**src/rtl/baud_rate_controller.sv**
```systemverilog
// Divisor shadow/commit sequencer for the UART baud generator, plus the
// oversample divider that turns generator overflow ticks into per-bit ticks.
module baud_rate_controller #(
  parameter logic [15:0] DEFAULT_DIVISOR = 16'd325,
  parameter int unsigned OVERSAMPLE      = 16
) (
  input  logic        clk_i,
  input  logic        rst_i,
  input  logic        wr_en_i,
  input  logic [1:0]  wr_addr_i,
  input  logic [7:0]  wr_data_i,
  input  logic [1:0]  rd_addr_i,
  output logic [7:0]  rd_data_o,
  input  logic        tx_busy_i,
  input  logic        rx_busy_i,
  input  logic        baud_tick_i,
  output logic [15:0] divisor_o,
  output logic        gen_rst_n_o,
  output logic        bit_tick_o,
  output logic        cfg_pending_o
);

  localparam int unsigned CntW = (OVERSAMPLE > 2) ? $clog2(OVERSAMPLE) : 1;
  localparam logic [CntW-1:0] CntMax = CntW'(OVERSAMPLE - 1);

  typedef enum logic [1:0] {StIdle, StPending, StApply} state_e;

  state_e          state_q, state_d;
  logic [15:0]     shadow_q, shadow_d;
  logic [15:0]     staged_q;
  logic [15:0]     divisor_q;
  logic            enable_q, enable_d;
  logic            err_q, err_d;
  logic            err_set;
  logic            pending_q;
  logic            gen_rst_n_q;
  logic            bit_tick_q;
  logic [CntW-1:0] cnt_q;

  logic ctrl_wr;
  logic commit_req;
  logic shadow_zero;
  logic apply;
  logic busy_free;
  logic count_en;
  logic wrap;
  logic capture;

  // Register write decode
  always_comb begin
    ctrl_wr     = wr_en_i && (wr_addr_i == 2'd2);
    // Rising enable acts as an implicit commit.
    commit_req  = ctrl_wr && (wr_data_i[0] || (wr_data_i[1] && !enable_q));
    enable_d    = ctrl_wr ? wr_data_i[1] : enable_q;
    shadow_zero = (shadow_q == 16'd0);
    busy_free   = !tx_busy_i && !rx_busy_i;

    shadow_d = shadow_q;
    if (wr_en_i && (wr_addr_i == 2'd0)) begin
      shadow_d[7:0] = wr_data_i;
    end
    if (wr_en_i && (wr_addr_i == 2'd1)) begin
      shadow_d[15:8] = wr_data_i;
    end
  end

  // FSM: state register
  always_ff @(posedge clk_i) begin
    if (rst_i) begin
      state_q <= StIdle;
    end else begin
      state_q <= state_d;
    end
  end

  // FSM: next state
  always_comb begin
    state_d = state_q;
    err_set = 1'b0;
    unique case (state_q)
      StIdle: begin
        if (commit_req) begin
          if (shadow_zero) begin
            err_set = 1'b1;
          end else begin
            state_d = StPending;
          end
        end
      end
      StPending: begin
        if (busy_free) begin
          state_d = StApply;
        end
      end
      StApply: begin
        state_d = StIdle;
        if (commit_req) begin
          if (shadow_zero) begin
            err_set = 1'b1;
          end else begin
            state_d = StPending;
          end
        end
      end
      default: state_d = StIdle;
    endcase
    // Disabling cancels any commit in flight.
    if (!enable_d) begin
      state_d = StIdle;
    end
  end

  // FSM: outputs
  always_comb begin
    apply    = (state_q == StApply);
    capture  = (state_q == StPending) && (state_d == StApply);
    count_en = enable_q && !apply;
    wrap     = count_en && baud_tick_i && (cnt_q == CntMax);

    err_d = err_q;
    if (ctrl_wr && wr_data_i[2]) begin
      err_d = 1'b0;
    end
    if (err_set) begin
      err_d = 1'b1;
    end

    rd_data_o = 8'h00;
    unique case (rd_addr_i)
      2'd0:    rd_data_o = shadow_q[7:0];
      2'd1:    rd_data_o = shadow_q[15:8];
      2'd2:    rd_data_o = {5'b0, err_q, pending_q, enable_q};
      2'd3:    rd_data_o = divisor_q[7:0];
      default: rd_data_o = 8'h00;
    endcase

    divisor_o     = divisor_q;
    gen_rst_n_o   = gen_rst_n_q;
    bit_tick_o    = bit_tick_q;
    cfg_pending_o = pending_q;
  end

  // Configuration and status registers
  always_ff @(posedge clk_i) begin
    if (rst_i) begin
      shadow_q  <= DEFAULT_DIVISOR;
      staged_q  <= DEFAULT_DIVISOR;
      divisor_q <= DEFAULT_DIVISOR;
      enable_q  <= 1'b1;
      err_q     <= 1'b0;
      pending_q <= 1'b0;
    end else begin
      shadow_q  <= shadow_d;
      enable_q  <= enable_d;
      err_q     <= err_d;
      pending_q <= (state_q != StIdle);
      // The divisor taken is the shadow seen when busy finally drops.
      if (capture) begin
        staged_q <= shadow_q;
      end
      if (apply) begin
        divisor_q <= staged_q;
      end
    end
  end

  // Generator restart and oversample divider
  always_ff @(posedge clk_i) begin
    if (rst_i) begin
      gen_rst_n_q <= 1'b0;
      bit_tick_q  <= 1'b0;
      cnt_q       <= '0;
    end else begin
      gen_rst_n_q <= enable_q && !apply;
      bit_tick_q  <= wrap;
      if (!count_en) begin
        cnt_q <= '0;
      end else if (baud_tick_i) begin
        cnt_q <= cnt_q + CntW'(1);
      end
    end
  end

endmodule

```
**config.mk**
```make
export PLATFORM = sky130hd
export DESIGN_NAME = baud_rate_controller
export DESIGN_NICKNAME = d
export VERILOG_FILES = /design/src/rtl/baud_rate_controller.sv
export SDC_FILE = /design/constraint.sdc
export NUM_CORES = 1
export LEC_CHECK = 0
export BUFFER_PORTS_ARGS = -buffer_cell sky130_fd_sc_hd__buf_2
export CAP_MARGIN = 40
export CORE_MARGIN = 5
export CORE_UTILIZATION = 48
export CTS_BUF_LIST = sky130_fd_sc_hd__clkbuf_4 sky130_fd_sc_hd__clkbuf_8 sky130_fd_sc_hd__clkbuf_16
export DETAILED_ROUTE_END_ITERATION = 16
export MAX_ROUTING_LAYER = met4
export PLACE_DENSITY = 0.74
export SYNTH_ARGS = -nofsm -noshare
export SYNTH_HDL_FRONTEND = slang
export SYNTH_SLANG_ARGS = --single-unit
export TNS_END_PERCENT = 50
```
**constraint.sdc**
```tcl
create_clock -name clk_i -period 1.3 [get_ports clk_i]
set_input_delay 0.065 -clock clk_i [delete_from_list [all_inputs] [get_ports clk_i]]
set_output_delay 0.065 -clock clk_i [all_outputs]
set_load 0.01 [all_outputs]
```
==> summary.txt, run 1 <==
Outcome
  – Status: complete, but fails checks
  – Failing checks: negative setup slack

Detailed routing
  – Iteration-0 DRC Markers: 85
  – Total Wirelength: 5.47 mm
  – Final ANT Viol Nets: 0
  – Drt via density: 5.26
  – Vias: 1879
  – DRC: 0
  – WL/cell: 15.3 µm
  – Drt pass-1 iters: 4

Clocking
  – CTS tree: done
  – CTS clk-pin slew, worst paths: 0.06 ns
  – Clock Tree Buf Depth: 2
  – Sink Count: 59
  – Root Driver: clkbuf_8
  – CTS H-Tree Depth: 3
  – Skew-Pair Late Insertion Delay: 0.34 ns
  – Setup Buffers After CTS: 0
  – CTS buffer count: 9

STA
  – Final Hold Viols: 0
  – Layout Skew: 0.00939 ns
  – Rel. slew slack: 0.786
  – Worst slew pin tran: 0.319 ns
  – RSZ-0062 raised after global routing: yes
  – F_max: 728 MHz
  – Slew Viols, Final: 0
  – Setup_tns: -0.180 ns
  – Final Setup Violations: 3
  – Final period demand of the worst path: 1.37 ns
  – Setup WS post-layout: -0.0727 ns
  – Tcrit/Tclk final: 1.06

Worst setup path
  – RR Endpoint: staged_q[0]$_SDFFE_PP1P_
  – Crit path kind: register to primary output
  – CP endpoint kind: primary output
  – Top delay family on crit path: multiplexers
  – Slowest CP cell: mux4_2
  – Largest stage delay, worst path: 0.46 ns
  – Worst-path cell chain: mux4_2 > buf_2
  – FF-to-FF path depth: 3
  – Worst Setup SP: shadow_q[10]$_SDFFE_PP0P_
  – WP data required: 1.24 ns
  – R2R Setup Slk: 0.02 ns
  – Worst Setup Start Kind: register
  – WP buf/inv: 1
  – Critical Path Sink: rd_data_o[2]
  – Crit path DAT: 1.31 ns
  – Total stage count of the critical path: 2
  – R2R Path Start: state_q[1]$_SDFF_PP0_
  – Max FO, Critical Path: 4

Final layout
  – Nets: 317
  – Area Growth Syn to Fin: 30.2%
  – Commonest non-fill, non-tap cell in the layout: dfxtp_1
  – Final Non-Filler Cells: 357
  – Most frequent cells in the layout: dfxtp_1, buf_2, nand2_1
  – Share of cells above drive strength 1: 0.350
  – Final core utilization: 0.637
  – ANT cells: 0

Placement
  – Cell Count Post-Placement: 333
  – DP Worst Slack: -0.0254 ns
  – Final Wtd Congestion: 0.855
  – Number of buffers added on ports: 44
  – Final HPWL DP: 3.77 mm

Floorplanning
  – Die width: 79.2 µm
  – Std cell rows: 25
  – Area of the die: 6270 µm²
  – Initial core utilization: 0.489
  – IO Pins: 45
  – Core area: 4690 µm²
  – Die Y: 79.2 µm

Logic synthesis
  – Distinct cells, synth: 34
  – Ys Warns: 0
  – Mapped cell area: 2300 µm²
  – Syn avg cell area: 9.81 µm²
  – Synth Register Bits: 59
  – Top cells by area, synth: dfxtp_1, mux2i_1, nand2_1, a22o_2, a21oi_1
  – Post-Synthesis Cells: 234
  – Syn_nets: 253
  – Synth area leader: dfxtp_1
  – Seq/Total Area, Yosys: 0.514
  – Top cell type's share of synthesized area: 0.514

Global route
  – First-pass GRT wire length: 9.00 mm
  – Initial antenna violation count: 0
  – Overall Global Routing Usage: 0.196
  – Pin count of the biggest net entering global routing: 28
  – Vias in the first global route: 1820
  – GR Overflow Total: 0

Power
  – Peak VDD IR: 0.576 mV
  – Sw Share: 0.218
  – Sw power: 0.876 mW
  – Clock power frac: 0.468
  – PD cells: 1340 nW/µm²
  – Seq pwr share: 0.466
  – P_int: 3.14 mW
  – Leak: 1.32 nW
  – Comb pwr share: 0.066

Worst hold path
  – Hold Path Class: primary input to register
  – Hold Startpoint: baud_tick_i

Run
  – Max_cap viols: 0
## kinds of logic (layout without fill, tap and decap cells)
group,after synthesis,in the layout,synth area share
adders and majority gates,1,1,0.00545
xor gates and xnor gates,3,3,0.0114
and+or+nand+nor,87,87,0.177
muxes,24,24,0.126
AOI/OAI and AO/OA,41,41,0.125
DFF,59,59,0.514
buffers and inverters,19,88,0.0403
## layout make-up
cell class | count | area (µm²)
repair inverters | 1 | 6.26
repair buffers | 66 | 409
multi-input cells | 156 | 1060
well taps | 54 | 67.6
inverters | 5 | 26.3
flip-flops and latches | 59 | 1190
clock buffers | 11 | 151
fillers | 405 | 1700
clock inverters | 5 | 75.1
## routing by layer
layer  track usage  part of all wire  up-vias
li1              -                 -      945
met1         0.247              0.46      882
met5             -                 0        -
met2         0.291              0.48       43
met4        0.0979             0.019        0
met3        0.0499             0.036        9
## how the worst min path moves through the flow
stage / endpoint / slack (ns) / cells past startpoint
5_1_grt: cnt_q[1]$_SDFFE_PP0P_ / 0.08 / 3
4_1_cts: cnt_q[0]$_SDFFE_PP0P_ / 0.02 / 3
6_report: cnt_q[0]$_SDFFE_PP0P_ / 0.03 / 3
3_3_place_gp: shadow_q[6]$_SDFFE_PP1P_ / 0.30 / 3
3_5_place_dp: shadow_q[0]$_SDFFE_PP1P_ / 0.31 / 3
2_1_floorplan: shadow_q[0]$_SDFFE_PP1P_ / 0.19 / 2
## Yosys cell counts
| library cell | instances |
|---|---|
| o21ai_0 | 7 |
| nor3b_1 | 2 |
| clkinv_4 | 1 |
| a22o_2 | 10 |
| nor3_1 | 2 |
| nor2_1 | 20 |
| dfxtp_1 | 59 |
| a21oi_1 | 15 |
| mux2i_1 | 20 |
| ha_1 | 1 |
| buf_1 | 1 |
| a211oi_1 | 1 |
| nand3b_4 | 1 |
| nand2b_1 | 3 |
| mux4_2 | 3 |
| o211ai_1 | 1 |
| clkbuf_1 | 8 |
| nand3b_1 | 2 |
| nor2b_1 | 1 |
| or3_4 | 1 |
| inv_1 | 4 |
| o21a_1 | 1 |
| xor2_1 | 2 |
| o22a_2 | 2 |
| nor4_1 | 4 |
| a22o_1 | 2 |
| buf_8 | 1 |
| nand3_1 | 10 |
| o22a_1 | 2 |
| buf_2 | 4 |
| mux2i_4 | 1 |
| xnor2_1 | 1 |
| nand2_1 | 39 |
| nand4_1 | 2 |
## worst min-delay path, delay by kind of cell
kind          cells  cell delay [ns]
xor+xnor          1             0.07
simple gates      1             0.07
buf+inv           1             0.12
## per-stage QoR
step                      instance area [µm²]  hold slack (ns)  total power, mW
after floorplan                          2300            0.193             2.04
after global placement                   2630            0.300             2.15
after detailed placement                 2630            0.310             2.15
after CTS                                2930           0.0219             4.06
after global routing                     2990           0.0754             4.18
final                                    2990           0.0309             4.02
## power by group through the flow
stage	Sequential [mW]	Clock [mW]	Combinational, mW
after floorplan	1.90	0	0.140
after global placement	1.91	0	0.238
after detailed placement	1.91	0	0.243
after CTS	1.87	1.93	0.260
after global routing	1.87	2.02	0.291
final	1.87	1.88	0.263
## flip-flops by register name, summed over array words and instances (netlist names), 2 cells and up
signal     flops
cnt_q          4
divisor_o     16
shadow_q      16
staged_q      16
state_q        2
## what timing repair did
| item | in CTS | in global routing |
|---|---|---|
| hold buffers | 7 | 0 |
| cloned | 0 | 1 |
| pin swaps | 0 | 4 |
| resized for setup | 8 | 11 |
| endpoints found under the setup margin | 3 | 18 |
| hold endpoints to repair | 12 | 0 |
(Power assumes the default switching activity.)
==> run 2, diff against run 1 <==
Settings changed: TNS_END_PERCENT 50 to 30.
==> summary.txt, run 2 (synthesized netlist as in run 1, its figures left out) <==
Clocking
  – CTS buffer count: 9
  – Skew-Pair Late Insertion Delay: 0.34 ns
  – Setup Buffers After CTS: 0
  – Root Driver: clkbuf_8
  – CTS clk-pin slew, worst paths: 0.06 ns
  – CTS H-Tree Depth: 3
  – CTS tree: done
  – Clock Tree Buf Depth: 2
  – Sink Count: 59

STA
  – Final Hold Viols: 0
  – Tcrit/Tclk final: 1.05
  – Worst slew pin tran: 0.319 ns
  – Final period demand of the worst path: 1.37 ns
  – F_max: 730 MHz
  – Slew Viols, Final: 0
  – Layout Skew: 0.00995 ns
  – RSZ-0062 raised after global routing: yes
  – Rel. slew slack: 0.786
  – Setup WS post-layout: -0.0695 ns
  – Final Setup Violations: 3

Final layout
  – Post-route design area: 2940 µm²
  – Nets: 316
  – Commonest non-fill, non-tap cell in the layout: dfxtp_1
  – Most frequent cells in the layout: dfxtp_1, buf_2, nand2_1
  – Share of cells above drive strength 1: 0.348
  – Area Growth Syn to Fin: 28.2%
  – Final Non-Filler Cells: 356
  – ANT cells: 0

Global route
  – Overall Global Routing Usage: 0.196
  – Vias in the first global route: 1820
  – First-pass GRT wire length: 9.00 mm
  – Pin count of the biggest net entering global routing: 28
  – GR Overflow Total: 0
  – Initial antenna violation count: 0

Outcome
  – Failing checks: negative setup slack
  – Status: complete, but fails checks

Worst setup path
  – Top delay family on crit path: multiplexers
  – Crit path DAT: 1.30 ns
  – FF-to-FF path depth: 4
  – WP buf/inv: 1
  – Slowest CP cell: mux4_2
  – Crit path kind: register to primary output
  – Worst-path cell chain: mux4_2 > buf_2
  – Total stage count of the critical path: 2
  – Worst Setup Start Kind: register
  – WP data required: 1.24 ns
  – CP endpoint kind: primary output
  – Largest stage delay, worst path: 0.46 ns
  – Max FO, Critical Path: 4

Power
  – PD cells: 1360 nW/µm²
  – Peak VDD IR: 0.583 mV
  – Power Total: 4.01 mW
  – Leak: 1.28 nW

Detailed routing
  – DRC: 0
  – Vias: 1851
  – Drt via density: 5.20
  – Drt pass-1 iters: 4
  – WL/cell: 14.9 µm
  – Final ANT Viol Nets: 0
  – Iteration-0 DRC Markers: 99
  – Total Wirelength: 5.30 mm

Placement
  – Number of buffers added on ports: 44
  – Post-DP Area: 2630 µm²
  – Final Wtd Congestion: 0.855
  – Final HPWL DP: 3.77 mm
  – Cell Count Post-Placement: 333

Floorplanning
  – Die width: 79.2 µm
  – IO Pins: 45
  – Std cell rows: 25
  – Die Y: 79.2 µm
  – Initial core utilization: 0.489
  – Area of the die: 6270 µm²
  – Core area: 4690 µm²

Worst hold path
  – Hold Crit Depth: 3
  – Hold Path Class: primary input to register

Run
  – Max_cap viols: 0
-- run 2: cell types whose count changed in the layout (fill, tap and decap cells not counted), sizes merged --
cell	delta
clkinv	+1
inv	-2
-- run 2: per-stage QoR --
| stage | util | setup TNS, ns | hold slack, ns | setup WS (ns) |
|---|---|---|---|---|
| 2_1_floorplan | - | 0 | 0.193 | 0.0586 |
| 3_3_place_gp | 0.560 | -0.00212 | 0.300 | -0.000781 |
| 3_5_place_dp | 0.560 | -0.199 | 0.310 | -0.0254 |
| 4_1_cts | 0.625 | -0.200 | 0.0219 | -0.0867 |
| 5_1_grt | 0.627 | -0.353 | 0.0749 | -0.118 |
| 6_report | 0.627 | -0.173 | 0.0354 | -0.0695 |
-- run 2: final timing paths --
path                                            startpoint                          to  slack [ns]
worst max register to register   shadow_q[10]$_SDFFE_PP0P_          err_q$_SDFFE_PP0P_        0.06
worst min-delay path                           baud_tick_i       cnt_q[0]$_SDFFE_PP0P_        0.04
worst max-delay path             shadow_q[10]$_SDFFE_PP0P_                rd_data_o[2]       -0.07
worst min register to register  divisor_o[10]$_SDFFE_PP0P_  divisor_o[10]$_SDFFE_PP0P_        0.45
-- run 2: what timing repair did --
item / CTS / global route
pin swaps: 0 / 3
hold buffers: 7 / 0
endpoints found under the setup margin: 3 / 18
hold endpoints to repair: 12 / 0
cloned: 0 / 0
gates resized for setup: 8 / 5
-- run 2: worst reg2reg max path, stage by stage (launching register included) --
cell	delay, ns
dfxtp_2	0.36
nor4_1	0.35
nand4_1	0.16
nand2b_1	0.17
a21oi_1	0.14
-- run 2: power by group --
| part | total, mW | switching, mW | internal, mW |
|---|---|---|---|
| sequential | 1.87 | 0.0304 | 1.84 |
| combinational | 0.260 | 0.133 | 0.127 |
| clock | 1.88 | 0.707 | 1.17 |
| total | 4.01 | 0.871 | 3.14 |
-- run 2: routing by layer --
layer / part of all wire / vias to the layer above / track usage
met2: 0.47 / 41 / 0.291
met3: 0.036 / 9 / 0.0499
met4: 0.024 / 0 / 0.0979
met5: 0 / - / -
li1: - / 940 / -
met1: 0.47 / 861 / 0.247
-- run 2: cell type report --
class                           instances  area (µm²)
Fill cell                             414        1750
Tap cell                               54        67.6
Sequential cell                        59        1190
Inverter                                5        23.8
Multi-Input combinational cell        156        1020
Clock inverter                          5        75.1
Timing Repair Buffer                   66         409
Clock buffer                           11         151
